===== src/rtl/key_debounce_multi.sv =====
// N-channel key conditioner: 2-flop synchroniser, strobe-based debounce, press/release/long pulses.
// Define KEY_DEBOUNCE_REPEAT_EN to build the auto-repeat generator; otherwise key_repeat is held at 0.
module key_debounce_multi #(
    parameter int N          = 8,
    parameter int ACTIVE_LOW = 0,
    parameter int STABLE_CNT = 4,
    parameter int LONG_CNT   = 100,
    parameter int REPEAT_CNT = 20
) (
    input  logic         clk,
    input  logic         rst_n,
    input  logic         sample_en,
    input  logic [N-1:0] key_raw,
    output logic [N-1:0] key_level,
    output logic [N-1:0] key_press,
    output logic [N-1:0] key_release,
    output logic [N-1:0] key_long,
    output logic [N-1:0] key_repeat
);
    localparam int SW = $clog2(STABLE_CNT + 1);
    localparam int HW = $clog2(LONG_CNT + 1);
    localparam logic [SW-1:0] STAB_LIM = SW'(STABLE_CNT);
    localparam logic [HW-1:0] HOLD_LIM = HW'(LONG_CNT);
    localparam logic [N-1:0]  INV_MASK = (ACTIVE_LOW != 0) ? {N{1'b1}} : {N{1'b0}};

    localparam logic [1:0] ST_IDLE    = 2'd0;
    localparam logic [1:0] ST_PRESSED = 2'd1;
    localparam logic [1:0] ST_LONG    = 2'd2;

    logic [N-1:0]  sync1_q, sync1_d, sync2_q, sync2_d;
    logic [N-1:0]  level_q, level_d, press_q, press_d, release_q, release_d;
    logic [N-1:0]  long_q, long_d, repeat_q, repeat_d;
    logic [N-1:0]  toggle_s;
    logic [SW-1:0] stab_q [N];
    logic [SW-1:0] stab_d [N];
    logic [HW-1:0] hold_q [N];
    logic [HW-1:0] hold_d [N];
    logic [1:0]    state_q [N];
    logic [1:0]    state_d [N];

    // Polarity normalisation feeding the synchroniser chain
    always_comb begin
        sync1_d = key_raw ^ INV_MASK;
        sync2_d = sync1_q;
    end

    // Debounce: a level change is accepted after STABLE_CNT consecutive differing strobes
    always_comb begin
        level_d   = level_q;
        press_d   = '0;
        release_d = '0;
        toggle_s  = '0;
        for (int i = 0; i < N; i++) begin
            stab_d[i] = stab_q[i];
            if (sample_en) begin
                if (sync2_q[i] != level_q[i]) begin
                    if (stab_q[i] + SW'(1) == STAB_LIM) begin
                        stab_d[i]    = '0;
                        toggle_s[i]  = 1'b1;
                        level_d[i]   = ~level_q[i];
                        press_d[i]   = ~level_q[i];
                        release_d[i] = level_q[i];
                    end else begin
                        stab_d[i] = stab_q[i] + SW'(1);
                    end
                end else begin
                    stab_d[i] = '0;
                end
            end else begin
                stab_d[i] = stab_q[i];
            end
        end
    end

    // Hold counter and per-channel IDLE/PRESSED/LONG state; a releasing strobe never counts
    always_comb begin
        long_d = '0;
        for (int i = 0; i < N; i++) begin
            hold_d[i]  = hold_q[i];
            state_d[i] = state_q[i];
            if (!level_q[i]) begin
                hold_d[i] = '0;
            end else if (sample_en && !toggle_s[i] && (hold_q[i] != HOLD_LIM)) begin
                hold_d[i] = hold_q[i] + HW'(1);
                long_d[i] = (hold_q[i] + HW'(1) == HOLD_LIM);
            end else begin
                hold_d[i] = hold_q[i];
            end
            case (state_q[i])
                ST_IDLE: begin
                    if (toggle_s[i]) state_d[i] = ST_PRESSED;
                    else             state_d[i] = ST_IDLE;
                end
                ST_PRESSED: begin
                    if (toggle_s[i])  state_d[i] = ST_IDLE;
                    else if (long_d[i]) state_d[i] = ST_LONG;
                    else              state_d[i] = ST_PRESSED;
                end
                ST_LONG: begin
                    if (toggle_s[i]) state_d[i] = ST_IDLE;
                    else             state_d[i] = ST_LONG;
                end
                default: state_d[i] = ST_IDLE;
            endcase
        end
    end

`ifdef KEY_DEBOUNCE_REPEAT_EN
    localparam int RW = $clog2(REPEAT_CNT + 1);
    localparam logic [RW-1:0] REP_LIM = RW'(REPEAT_CNT);
    logic [RW-1:0] rep_q [N];
    logic [RW-1:0] rep_d [N];

    // Repeat generator: counts strobes only while in LONG, pulsing every REPEAT_CNT strobes
    always_comb begin
        repeat_d = '0;
        for (int i = 0; i < N; i++) begin
            rep_d[i] = rep_q[i];
            if ((state_q[i] == ST_LONG) && !toggle_s[i]) begin
                if (!sample_en) begin
                    rep_d[i] = rep_q[i];
                end else if (rep_q[i] + RW'(1) == REP_LIM) begin
                    rep_d[i]    = '0;
                    repeat_d[i] = 1'b1;
                end else begin
                    rep_d[i] = rep_q[i] + RW'(1);
                end
            end else begin
                rep_d[i] = '0;
            end
        end
    end

    // Repeat counter registers
    always_ff @(posedge clk or negedge rst_n) begin
        if (!rst_n) begin
            for (int i = 0; i < N; i++) rep_q[i] <= '0;
        end else begin
            for (int i = 0; i < N; i++) rep_q[i] <= rep_d[i];
        end
    end
`else
    // Auto-repeat compiled out
    always_comb begin
        repeat_d = '0;
    end
`endif

    // State and output registers
    always_ff @(posedge clk or negedge rst_n) begin
        if (!rst_n) begin
            sync1_q   <= '0;
            sync2_q   <= '0;
            level_q   <= '0;
            press_q   <= '0;
            release_q <= '0;
            long_q    <= '0;
            repeat_q  <= '0;
            for (int i = 0; i < N; i++) begin
                stab_q[i]  <= '0;
                hold_q[i]  <= '0;
                state_q[i] <= ST_IDLE;
            end
        end else begin
            sync1_q   <= sync1_d;
            sync2_q   <= sync2_d;
            level_q   <= level_d;
            press_q   <= press_d;
            release_q <= release_d;
            long_q    <= long_d;
            repeat_q  <= repeat_d;
            for (int i = 0; i < N; i++) begin
                stab_q[i]  <= stab_d[i];
                hold_q[i]  <= hold_d[i];
                state_q[i] <= state_d[i];
            end
        end
    end

    assign key_level   = level_q;
    assign key_press   = press_q;
    assign key_release = release_q;
    assign key_long    = long_q;
    assign key_repeat  = repeat_q;

endmodule


===== config.mk =====
export PLATFORM = sky130hd
export DESIGN_NAME = key_debounce_multi
export DESIGN_NICKNAME = d
export VERILOG_FILES = /design/src/rtl/key_debounce_multi.sv
export SDC_FILE = /design/constraint.sdc
export NUM_CORES = 1
export LEC_CHECK = 0
export ABC_AREA = 0
export CORE_ASPECT_RATIO = 1.2
export CORE_UTILIZATION = 60
export CTS_CLUSTER_DIAMETER = 120
export CTS_CLUSTER_SIZE = 25
export DETAILED_ROUTE_END_ITERATION = 6
export PLACE_DENSITY = 0.81
export SKIP_CTS_REPAIR_TIMING = 1
export SLEW_MARGIN = 10
export SYNTH_ARGS = -nofsm -noshare
export SYNTH_HDL_FRONTEND = slang
export SYNTH_SLANG_ARGS = --single-unit

===== constraint.sdc =====
create_clock -name clk -period 3.3 [get_ports clk]
set_clock_uncertainty 0.1 [all_clocks]
set_input_delay 0.66 -clock clk [delete_from_list [all_inputs] [get_ports clk]]
set_output_delay 0.66 -clock clk [all_outputs]
set_load 0.02 [all_outputs]

== After elaboration in Yosys (flattened, before gate mapping) ==
Cells that the tools add are included.

* Register bits: 128
* Latch bits: 0
* RAM bits: 0
* ROM bits: 0
* Input port bits: 11
* Output and inout port bits: 40
* Memories: 0

* $add $sub $neg: 16
* $mul: 0
* Divide/modulo/power cells: 0
* Magnitude comparators: 0
* Equal/unequal tests: 40
* Shifts and indexed selects: 0
* Muxes and demuxes: 120
* Bitwise logic cells: 8
* Reduce and logical (&&, ||, !) cells: 32

{| class="wikitable"
|+ Operators with widths
! operator !! number
|-
| two-way mux 7 bit || 16
|-
| two-way mux 1 bit || 88
|-
| adder 7 x 1 -> 7 bit (second input constant) || 8
|-
| == test 7 bit (second input constant) || 8
|-
| != test 7 bit (second input constant) || 8
|-
| two-way mux 3 bit || 16
|-
| adder 3 x 1 -> 3 bit (second input constant) || 8
|-
| == test 3 bit (second input constant) || 8
|-
| AND reduction 3 bit || 8
|-
| logical AND 1 bit || 16
|-
| != test 2 x 1 -> 1 bit (second input constant) || 8
|-
| logical NOT 1 bit || 8
|-
| != test 1 bit || 8
|-
| inverter 1 bit || 8
|}

== Logic depth before layout (Yosys ltp) ==
Gate-level depths: netlist of the first run.

* Depth in word-level cells: 10
* Depth in mapped cells: 6
* Gate-level depth less buffers: 6

== Least setup slack after synthesis of the first run ==
OpenSTA, ideal clock, no wires.

* Path type: input to register
* From: input sample_en
* To: register hold_q[47] (netlist name)
* Library setup time: 0.081 ns
* Data arrival time: 1.786 ns
* Data required time: 3.119 ns
* Path slack: 1.333 ns
* Cell stages on the path: 6
* Path buffers: 2
* Cells stage by stage: buf_4 > inv_2 > a31o_2 > buf_6 > or4_1 > a21oi_1

* Cells in the longest elaborated chain, start to end: 5

{| class="wikitable"
|+ RTL lines
! element !! line !! source
|-
| start: declaration || 12 || <nowiki>input logic sample_en,</nowiki>
|-
| two-way mux 1 bit || 55 || <nowiki>if (sample_en) begin</nowiki>
|-
| logical NOT 1 bit || 83 || <nowiki>end else if (sample_en && !toggle_s[i] && (hold_q[i] != HOLD_LIM)) begin</nowiki>
|-
| logical AND 1 bit (*) (2 in series) || 83 ||
|-
| != test 2 x 1 -> 1 bit (no line) (*) || -- ||
|-
| end signal: indexed assignment || 174 || <nowiki>hold_q[i] <= hold_d[i];</nowiki>
|-
| end: declaration || 36 || <nowiki>logic [HW-1:0] hold_q [N];</nowiki>
|}

Mark *: on every way between the ends. The rest lies on a longest branch, timed or not.
A chain may end at the register's enable or synchronous reset.

== Worst setup path in the final report of the first run ==
* From: register level_q[6] (netlist: key_level[6])
* To: output key_level[6]

{| class="wikitable"
|+ RTL lines
! element !! line !! source
|-
| start: declaration || 31 || <nowiki>logic [N-1:0] level_q, level_d, press_q, press_d, release_q, release_d;</nowiki>
|-
| start signal: assignment || 167 || <nowiki>level_q <= level_d;</nowiki>
|-
| end: declaration || 14 || <nowiki>output logic [N-1:0] key_level,</nowiki>
|}

No word-level cell between the ends.

==> results_dict.tcl, run 1 <==
set metrics [dict create \
    cts_sinks 128 \
    synthFlopType "dfrtp_1" \
    synth.area.mux_share 0.0203 \
    synthXorXnorAreaFrac 0.0543 \
    cp-end-kind "output pin" \
    start_util 0.620 \
    layout-drive-gt1-share 0.0638 \
    wl_mm 13.8 \
    clk_root_buffer_cell "clkbuf_16" \
    vias 5385 \
    synth_cell_types 61 \
    fin_crit_ns 2.47 \
    cts_made_buffers 17 \
    grt_pass1_vias 5276 \
    via_per_inst 5.94 \
    power.density_nw_per_um2 753 \
    finalHoldViolCount 0 \
    drv_cap 0 \
    holdWs_ns 0.131 \
    critPathTopFamily "buffers and inverters" \
    ys_seq_area_frac 0.464 \
    grt_pass1_wl_mm 23.7 \
    worst_ep_arrival_time_ns 1.71 \
    synth_top_family_by_area "simple AND/OR/NAND/NOR gates" \
    post-route-period-util 0.747 \
    cp.required_ns 2.54 \
    worst_slew_pin_slew_ns 0.775 \
    dr.pass1.iters 5 \
    track_usage 0.251 \
    htreeDepth 4 \
    port_buffers 42 \
    syn_avg_cell_area_um2 9.84 \
    r2r_cells 5 \
    area_growth_syn_to_layout_pct 16.2 \
    wl_met1_mm 5.82 \
    rsz0062_at_grt "no" \
    reg2reg_to "hold_q[46]$_DFFE_PN0P_" \
    diodes 0 \
    hpwl_mm 9.34 \
    core.rowCount 42 \
    drtIter0Drc 321 \
    ys_seq_elements 128 \
    ir_drop_uv 555 \
    hold_path_class "input pin to asynchronous set/reset pin" \
    synth_fa_ha_area_frac 0.0724 \
    die_area_um2 12000 \
    cts_buffer_depth 2 \
    seq_area_um2 3200 \
    synth-compound-area-share 0.147 \
    cpPeakStageDelay_ns 0.69 \
    grt_max_degree 57 \
    insertion_delay_ns 0.42 \
    die_h_um 120 \
    final_antenna_net_count 0 \
    grt_overflow 0 \
    routedWlPerCell_um 15.3 \
    slew_headroom 0.479 \
    antenna_found_initial 0 \
    synth_edf_count 0 \
    nFillCells 810 \
    drc 0 \
    place_congestion 0.891 \
    finalMaxSlewViolations 0 \
    io_pins 51 \
    fin_nets 790 \
    ys_warn_count 0 \
    met2_length_mm 7.24 \
    path_buf_inv 1 \
    worstPathCellList "clkdlybuf4s50_1" \
    reg2reg_setup_slack_ns 1.15 \
    setup_tns_ns 0 \
    final-setup-viol-count 0 \
    critPathMaxFanout 12 \
    syn_area_um2 6910 \
    start_kind "flop" \
    power.leakage_uw 0.00341 \
    crit_type "flop to output pin" \
    worstReg2RegStart "stab_q[18]$_DFFE_PN0P_" \
    critical_path_depth 1 \
    yosys.area.top_type "dfrtp_1" \
    yosysTopAreaCellShare 0.464 \
    multi_input_area_um2 3350 \
    core_um2 11100 \
    fmax_ghz 0.406 \
    met3_length_um 438 \
    highest_layer "met4" \
    syn-instance-count 702 \
    cts_tree "built" \
    cp_slowest_cell "clkdlybuf4s50_1" \
    clkTransAtPathRegs_ns 0.05 \
    synth-simple-area-share 0.186 \
    synthArstFlopShare 1.00 \
    chipWidth_um 100 \
    ys_top_cells_by_area "dfrtp_1, ha_1, nand3_1" \
    status "finished clean" \
]
==> Yosys cell counts (2+ instances only) <==
| cell | count |
|---|---|
| buf_2 | 7 |
| buf_6 | 3 |
| nand2b_1 | 16 |
| mux2i_1 | 14 |
| a21oi_1 | 44 |
| inv_1 | 45 |
| or4_1 | 22 |
| o31a_1 | 9 |
| xor2_1 | 18 |
| nor3_1 | 27 |
| a32o_1 | 3 |
| o31ai_2 | 2 |
| or3_1 | 4 |
| o21a_1 | 4 |
| buf_4 | 10 |
| ha_1 | 40 |
| xnor2_1 | 23 |
| nand3_1 | 51 |
| clkbuf_1 | 13 |
| nor2_1 | 23 |
| nor4_1 | 9 |
| clkinv_1 | 3 |
| a31oi_1 | 2 |
| nor4b_1 | 3 |
| o21ai_0 | 32 |
| or2b_1 | 2 |
| and2_1 | 2 |
| nor2b_1 | 5 |
| o2bb2ai_1 | 4 |
| dfrtp_1 | 128 |
| and3_1 | 2 |
| a22o_1 | 7 |
| o31ai_1 | 23 |
| nand2_1 | 53 |
| o311ai_0 | 3 |
| nand4_1 | 11 |
| o41ai_1 | 5 |
| nand3b_1 | 5 |
| o22ai_1 | 3 |
==> sequential cells by signal, summed over array words and instances (netlist names) <==
| register | cells |
|---|---|
| key_level | 8 |
| stab_q | 24 |
| key_release | 8 |
| key_long | 8 |
| key_press | 8 |
| hold_q | 56 |
| sync2_q | 8 |
| sync1_q | 8 |
==> metrics by stage <==
step	util	instances	worst slack (ns)	area, um2	power [uW]
2_1_floorplan	-	709	1.33	6940	3590
3_3_place_gp	0.663	874	0.977	7380	3870
3_5_place_dp	0.663	874	0.884	7380	4020
4_1_cts	0.720	906	0.822	8030	6080
5_1_grt	0.721	906	0.758	8030	6420
6_report	0.721	906	0.835	8030	6050
==> cell usage in the layout (no fill, tap or decap), drive strengths merged, types with 3 or more instances in the layout <==
cell and instances:
conb 8, o311ai 3, clkbuf 19, nor4b 3
nand3 51, clkdlybuf4s50 40, a22o 7, nand4 11
o2bb2ai 4, bufinv 5, nand2 53, nand2b 16
o21ai 33, or4 22, xor2 19, o21a 4
a21oi 44, or3 4, o31ai 25, nor4 9
inv 46, nor3 27, nor2 23, buf 6
o22ai 3, o41ai 6, nor2b 5, xnor2 23
and3 3, a32o 3, dfrtp 128, ha 40
mux2i 14, o31a 9, nand3b 5, clkinv 11
==> worst max-delay path by stage <==
stage	from	to
after detailed placement	sample_en	hold_q[46]$_DFFE_PN0P_
final	key_level[6]$_DFFE_PN0P_	key_level[6]
after global placement	sample_en	hold_q[48]$_DFFE_PN0P_
after floorplan	sample_en	hold_q[47]$_DFFE_PN0P_
after CTS	key_level[6]$_DFFE_PN0P_	key_level[6]
after global routing	key_level[6]$_DFFE_PN0P_	key_level[6]
==> cell type report <==
type / instances / area share
clock buffer: 19 / 0.0564
clock inverter: 13 / 0.0237
inverter: 49 / 0.0229
multi-input combinational: 497 / 0.418
sequential: 128 / 0.399
tap: 154 / 0.0240
timing repair buffer: 46 / 0.0567
==> metal layers <==
layer / track usage / up-vias
met1: 0.295 / 2652
met4: 0.105 / 0
li1: - / 2596
met2: 0.442 / 107
met5: 0 / -
met3: 0.0513 / 30
==> where the power goes <==
| part | switching (uW) | internal [uW] | total (uW) |
|---|---|---|---|
| Combinational | 840 | 687 | 1530 |
| Clock | 665 | 1370 | 2030 |
| Sequential | 554 | 1940 | 2490 |
==> logic make-up after synthesis <==
logic type / Yosys count
buf+inv: 84
flops: 128
xor+xnor: 42
other cells: 1
simple gates: 241
mux: 14
compound gates: 152
fa+ha+maj: 40
(Power assumes the default switching activity.)
==> run 2, diff against run 1 <==
- CORE_UTILIZATION: 60 -> 53
- PLACE_DENSITY: 0.81 -> 0.76
- clock period: 3.3 -> 2.1 ns (I/O delays scaled with it)
==> results_dict.tcl, run 2 (synthesis gave the netlist of run 1 again) <==
set metrics [dict create \
    crit_type "flop to output pin" \
    fin_nets 803 \
    drc 0 \
    core_um2 12700 \
    grt_pass1_wl_mm 23.7 \
    post-route-period-util 0.970 \
    cp_slowest_cell "clkdlybuf4s50_1" \
    ir_drop_uv 762 \
    finalMaxSlewViolations 0 \
    rsz0062_at_grt "no" \
    track_usage 0.219 \
    chipWidth_um 106 \
    worstPathCellList "clkdlybuf4s50_1" \
    io_pins 51 \
    power.leakage_uw 0.00345 \
    fmax_ghz 0.491 \
    antenna_found_initial 0 \
    port_buffers 42 \
    cp-endpoint "key_level[5]" \
    status "finished clean" \
    clkTransAtPathRegs_ns 0.06 \
    reg2reg_setup_slack_ns 0.07 \
    cts_made_buffers 17 \
    finalHoldViolCount 0 \
    start_kind "flop" \
    place_congestion 0.863 \
    final_common_cell "dfrtp_1" \
    final_antenna_net_count 0 \
    slew_headroom 0.589 \
    holdWs_ns 0.246 \
    min_from "sync1_q[3]$_DFF_PN0_" \
    cts_buffer_depth 2 \
    largestRegisters "hold_q x56, stab_q x24" \
    htreeDepth 4 \
    die_h_um 127 \
    worst_slew_pin_slew_ns 0.613 \
    final_cell_mix "dfrtp_1, nand2_1, nand3_1" \
    core.rowCount 45 \
    final-setup-viol-count 0 \
    nFillCells 988 \
    power_uw 9060 \
    critPathMaxFanout 9 \
    cpPeakStageDelay_ns 0.64 \
    grt_overflow 0 \
    routedWlPerCell_um 14.8 \
    hpwl_mm 9.60 \
    insertion_delay_ns 0.42 \
    cts_sinks 128 \
    diodes 0 \
    grt_max_degree 60 \
    area_growth_syn_to_layout_pct 17.3 \
    layout-drive-gt1-share 0.0863 \
    dr.pass1.iters 5 \
    start_util 0.545 \
    largest_reg_flops 56 \
    hold_path_class "flop to flop" \
    path_buf_inv 1 \
    power.density_nw_per_um2 1120 \
    die_area_um2 13500 \
    largest_register "hold_q" \
    clk_root_buffer_cell "clkbuf_16" \
    cp-end-kind "output pin" \
    critical_path_depth 1 \
    wl_mm 13.7 \
    via_per_inst 5.84 \
    vias 5424 \
    reg2reg_to "hold_q[46]$_DFFE_PN0P_" \
    cts_tree "built" \
    worstReg2RegStart "stab_q[18]$_DFFE_PN0P_" \
    cp.required_ns 1.58 \
    cp-startpoint "key_level[5]$_DFFE_PN0P_" \
    drv_cap 0 \
    drtIter0Drc 243 \
    fin_crit_ns 2.04 \
    worst_ep_arrival_time_ns 1.52 \
    r2r_cells 5 \
    grt_pass1_vias 5321 \
    critPathTopFamily "buffers and inverters" \
]
## run 2: changes by cell type in the layout (fill, tap and decap cells not counted), sizes merged
cell / previous run / this run
dlymetal6s2s: 0 / 5
clkdlybuf4s50: 40 / 35
dlygate4sd3: 0 / 1
bufinv: 5 / 0
clkbuf: 19 / 18
buf: 6 / 18
clkinvlp: 0 / 5
inv: 46 / 50
clkinv: 11 / 8
## run 2: worst min path at each step
stage / to / cells after the start
finish: sync2_q[3]$_DFF_PN0_ / 0
CTS: hold_q[5]$_DFFE_PN0P_ / 1
detailed placement: hold_q[4]$_DFFE_PN0P_ / 1
global placement: hold_q[6]$_DFFE_PN0P_ / 1
floorplan: hold_q[0]$_DFFE_PN0P_ / 0
global route: sync2_q[4]$_DFF_PN0_ / 0
## run 2: metal layers
metal	track usage	part of all wire	vias to the layer above	routed length, um
met1	0.266	0.43	2669	5930
li1	-	-	2618	-
met4	0.107	0.024	0	328
met5	0	0	-	0
met2	0.367	0.51	114	6990
met3	0.0520	0.033	23	453
## run 2: metrics by stage
step                      setup TNS (ns)   util  std cells  worst slack [ns]  area (um2)
after floorplan                        0      -        709             0.143        6940
after global placement                 0  0.592        896             0.171        7500
after detailed placement               0  0.592        896            0.0719        7500
after CTS                         -0.170  0.635        928            -0.101        8050
after global routing                   0  0.640        929           0.00204        8110
final                                  0  0.640        929            0.0620        8110
## run 2: where the power goes
group          switching (uW)  internal [uW]
clock network            1130           1550
logic                    1390           1150
registers                 803           3050
## run 2: layout make-up
type	count	area (um2)	area share
clock buffers	18	439	0.0542
clock inverters	14	109	0.0134
inverters	49	184	0.0227
multi-input cells	497	3380	0.417
flip-flops and latches	128	3210	0.395
well taps	164	205	0.0253
repair buffers	59	581	0.0716
==> run 3, diff against run 2 <==
- TNS_END_PERCENT: not set -> 100
==> results of run 3 <==
No change in the layout: final DEF, timing and power equal those of run 2.
